File: src/rtl/input_conditioner.sv
// Two-channel push-button front end: 2-FF synchroniser, stable-count debounce
// and rising-edge pulse per channel, with fully registered outputs.
module input_conditioner #(
   parameter int DEBOUNCE_CYCLES = 4,
   parameter int CNT_W           = 16
) (
   input  logic inputClk,
   input  logic inputReset,
   input  logic inputRawI,
   input  logic inputRawS,
   output logic outputI,
   output logic outputS,
   output logic outputLevelI,
   output logic outputLevelS
);

   typedef enum logic [1:0] {
      IDLE_LOW,
      WAIT_HIGH,
      IDLE_HIGH,
      WAIT_LOW
   } stateType;

   localparam logic [CNT_W-1:0] CNT_MAX = CNT_W'(DEBOUNCE_CYCLES);
   localparam logic [CNT_W-1:0] CNT_ONE = CNT_W'(1);

   logic [1:0] rawVec;
   assign rawVec = {inputRawS, inputRawI};

   // Channel 0 is I, channel 1 is S; the two share nothing but the clock and reset.
   for (genvar ch = 0; ch < 2; ch++) begin : gChannel
      logic             syncMeta;
      logic             syncOut;
      stateType         state;
      stateType         nextState;
      logic [CNT_W-1:0] cnt;
      logic [CNT_W-1:0] nextCnt;
      logic             level;
      logic             nextLevel;
      logic             pulse;
      logic             nextPulse;

      // NOTE: sequential state uses non-blocking assignments so every register
      // samples the pre-edge value of the others, matching real flip-flops.
      always_ff @(posedge inputClk) begin
         if (!inputReset) begin
            syncMeta <= 1'b0;
            syncOut  <= 1'b0;
            state    <= IDLE_LOW;
            cnt      <= '0;
            level    <= 1'b0;
            pulse    <= 1'b0;
         end else begin
            syncMeta <= rawVec[ch];
            syncOut  <= syncMeta;
            state    <= nextState;
            cnt      <= nextCnt;
            level    <= nextLevel;
            pulse    <= nextPulse;
         end
      end

      // NOTE: every combinational output gets a default before the case so no
      // path leaves it unassigned, which would otherwise infer a latch.
      always_comb begin
         nextState = state;
         unique case (state)
            IDLE_LOW:  if (syncOut) nextState = WAIT_HIGH;
            WAIT_HIGH: begin
               if (!syncOut)            nextState = IDLE_LOW;
               else if (cnt == CNT_MAX) nextState = IDLE_HIGH;
            end
            IDLE_HIGH: if (!syncOut) nextState = WAIT_LOW;
            WAIT_LOW: begin
               if (syncOut)             nextState = IDLE_HIGH;
               else if (cnt == CNT_MAX) nextState = IDLE_LOW;
            end
            default:   nextState = IDLE_LOW;
         endcase
      end

      // Counter stops at CNT_MAX because reaching it always leaves the wait state.
      always_comb begin
         nextCnt   = '0;
         nextLevel = level;
         nextPulse = 1'b0;
         unique case (state)
            IDLE_LOW:  if (syncOut) nextCnt = CNT_ONE;
            WAIT_HIGH: begin
               if (syncOut) begin
                  if (cnt == CNT_MAX) begin
                     nextLevel = 1'b1;
                     nextPulse = 1'b1;
                  end else begin
                     nextCnt = cnt + CNT_ONE;
                  end
               end
            end
            IDLE_HIGH: if (!syncOut) nextCnt = CNT_ONE;
            WAIT_LOW: begin
               if (!syncOut) begin
                  if (cnt == CNT_MAX) nextLevel = 1'b0;
                  else                nextCnt   = cnt + CNT_ONE;
               end
            end
            default: begin
               nextCnt   = '0;
               nextLevel = 1'b0;
            end
         endcase
      end
   end

   assign outputI      = gChannel[0].pulse;
   assign outputS      = gChannel[1].pulse;
   assign outputLevelI = gChannel[0].level;
   assign outputLevelS = gChannel[1].level;

endmodule

File: config.mk
export PLATFORM = sky130hd
export DESIGN_NAME = input_conditioner
export DESIGN_NICKNAME = d
export VERILOG_FILES = /design/src/rtl/input_conditioner.sv
export SDC_FILE = /design/constraint.sdc
export NUM_CORES = 1
export LEC_CHECK = 0
export CORE_MARGIN = 1.5
export CORE_UTILIZATION = 40
export CTS_BUF_LIST = sky130_fd_sc_hd__clkbuf_4 sky130_fd_sc_hd__clkbuf_8
export DETAILED_ROUTE_END_ITERATION = 10
export HOLD_SLACK_MARGIN = 0.05
export PLACE_DENSITY = 0.64
export SKIP_CTS_REPAIR_TIMING = 1
export SYNTH_ARGS = -nofsm -noshare
export SYNTH_HDL_FRONTEND = slang
export SYNTH_SLANG_ARGS = --single-unit
File: constraint.sdc
create_clock -name inputClk -period 4.47 [get_ports inputClk]
set_input_delay 0.447 -clock inputClk [delete_from_list [all_inputs] [get_ports inputClk]]
set_output_delay 0.447 -clock inputClk [all_outputs]
set_load 0.01 [all_outputs]
==> results.txt <==
sum of buffers and inverters on the critical path: 1
Avg Synthesized Cell Area: 9.10 sq um
data arrival time of the worst path: 2070 ps
ratio of cells with drive above 1 in the final layout: 10.3%
Routed Antenna Nets: 0
final hold viol count: 0
slew at the pin closest to its max-slew limit: 666 ps
Leakage Power: 0.000669 uW
x dimension of the die: 74.5 microns
CP Capture Type: register
Critical Setup Path Class: register to register
CTS tree: built
slowest stage delay, CP: 550 ps
number of global-route vias before repair: 1265
power share of the combinational group: 2.5%
antenna violations before repair: 0
post-synthesis cell type with the largest combined area: dfxtp_1
number of sinks on the clock net: 44
min Tclk post-route: 1840 ps
leading cell type by number of instances after synthesis: dfxtp_1
most instantiated flip-flop cell in the synthesis netlist: dfxtp_1
maximum vdd drop: 0.163 mV
number of top-level design ports: 8
initial standard-cell utilization of the core: 42.5%
total global routing track utilization: 14.4%
placement row count: 25
Via Count: 1445
slowest cell on the critical path: nand4_1
CP cell instances: inv_1, ha_1, nor4b_1, nand4_1, nand4_1, nor2_1
Iter 0 DRT Violations: 37
share of the yosys chip area belonging to registers: 43.0%
post-detailed-route via-to-cell ratio: 4.82
total of warnings raised by yosys: 0
Root Driver: clkbuf_8
cell count after synthesis: 225
detailed-router iteration count before antenna repair: 4
Int Power: 517 uW
Die H: 74.5 microns
fraction of the cycle the final worst path needs: 41.2%
wire length of the first global-routing pass: 6030 microns
switching part of the total: 21.6%
GP Congestion: 0.813
unique cell type count in the Yosys netlist: 32
final-stage net count: 241
number of buffer cells added on primary ports: 7
number of placed instances with taps included: 293
peak clock frequency supported by timing: 0.543 GHz
clock edge transition at the registers on the reported setup and hold paths: 80 ps
setup violators final: 0
area after detailed placement: 0.00216 sq mm
total core area: 0.00482 sq mm
pin count of the biggest net entering global routing: 16
Seq pwr share: 60.5%
flop and latch count out of synthesis: 44
area share of the leading cell type in the synthesized netlist: 43.0%
EDFF count, synth: 0
class of the worst hold path: register to register
final core occ: 46.6%
Num CTS Buffers: 5
Clock Power Share: 37.1%
Max Cap Viol: 0
most area-consuming cells after synthesis: dfxtp_1 (43%), xnor2_1 (10%), nor2_1 (6.1%)
status: finished clean
cell with the most instances on the worst path: nand4_1
post-synth design cell area: 0.00205 sq mm
CTS H-tree depth: 2
top cells by count, synth: dfxtp_1 (44), nor2_1 (33), xnor2_1 (24), nand2_1 (15), inv_1 (14)
clock skew after layout: 1.77 ps
CP top delay family: simple AND/OR/NAND/NOR gates
share of synthesized registers carrying an async set or reset: 0%
internal reg-to-reg setup slack: 2630 ps
detailed-placement wirelength estimate: 2430 microns
nets in the synthesized netlist: 233
layout overhead on the synthesized area: 9.66%
Finished Cell Area: 0.00224 sq mm
total power density per cell area: 294 mW/mm^2
number of remaining DRC errors: 0
kind of start point of the critical path: register
data required time at the worst endpoint: 4690 ps
number of max-slew violations in the final report: 0
Crit Path Max Fanout: 15
buffer levels on the longest clock path: 2
power spent charging and discharging nets: 143 uW
routed len/inst: 11.5 microns
Non-Filler Instances: 300
aggregate routed wire length: 3440 microns
GR Overflow Total: 0
RSZ-0062 raised after global routing: no
number of antenna cells inserted: 0
worst max-slew margin expressed relative to the limit: 55.4%
Setup TNS Final: 0 ps
clock latency of the later-clocked register in the worst-skew pair: 300 ps
Die ar.: 0.00556 sq mm
power by group through the flow:
stage	logic, uW	registers (uW)	clock network (uW)
after floorplan	8.12	409	0
after global placement	16.1	408	0
after detailed placement	16.3	409	0
after CTS	16.5	399	251
after global routing	18.3	400	266
final	16.2	399	245
through the flow:
step | power [uW] | setup WS (ps) | hold slack, ps
after floorplan | 417 | 3070 | 412
after global placement | 424 | 2450 | 415
after detailed placement | 425 | 2370 | 426
after CTS | 667 | 2610 | 445
after global routing | 684 | 2460 | 463
final | 660 | 2630 | 441
path summary, 6_finish.rpt:
kind / from / endpoint / depth (start not counted)
max reg2reg: gChannel[0].cnt[0] / gChannel[0].cnt[10] / 6
max: gChannel[0].cnt[0] / gChannel[0].cnt[10] / 6
min reg2reg: gChannel[1].syncMeta / gChannel[1].syncOut / 1
min: gChannel[1].syncMeta / gChannel[1].syncOut / 1
sequential cells by signal (all words and copies together), names as in the netlist, named ones only:
register / cells
gChannel.syncOut: 2
outputLevelS: 1
outputI: 1
outputS: 1
gChannel.cnt: 32
outputLevelI: 1
gChannel.state: 2
gChannel.syncMeta: 2
cells in the final DEF (no fill, tap or decap), types with 5 or more instances in the layout:
| cell type | instances |
|---|---|
| clkbuf_8 | 5 |
| clkdlybuf4s50_1 | 7 |
| dfxtp_1 | 44 |
| inv_1 | 14 |
| nand2_1 | 15 |
| nand3_1 | 9 |
| nand4_1 | 9 |
| nor2_1 | 33 |
| nor3_1 | 8 |
| nor4_1 | 11 |
| nor4_2 | 6 |
| nor4b_1 | 5 |
| xnor2_1 | 24 |
| xor2_1 | 6 |
layout make-up:
class                   instances  area, sq um
clock inverters                 1         5.00
well taps                      67         83.8
multi-input cells             161         1080
flip-flops and latches         44          881
inverters                      14         52.6
clock buffers                   6         76.3
repair buffers                  7         70.1
fillers                       472         2570
kinds of logic (layout without fill, tap and decap cells):
logic type               count (synthesis)  after routing  share of synthesized area (%)
buffers and inverters                   20             28                           4.40
AND/OR/NAND/NOR                        119            119                           34.7
flip-flops                              44             44                           43.0
XOR/XNOR                                30             30                           12.8
AO/OA/AOI/OAI                            6              6                           1.59
adder cells (fa/ha/maj)                  4              4                           2.45
multiplexers                             2              2                          0.978
layer usage:
metal,share of wire (%),track usage [%]
met1,53,20.3
met2,42,19.8
met3,3.5,4.47
met4,2.1,6.67
met5,0,0
Note: power is estimated with default switching activity, not from simulation.
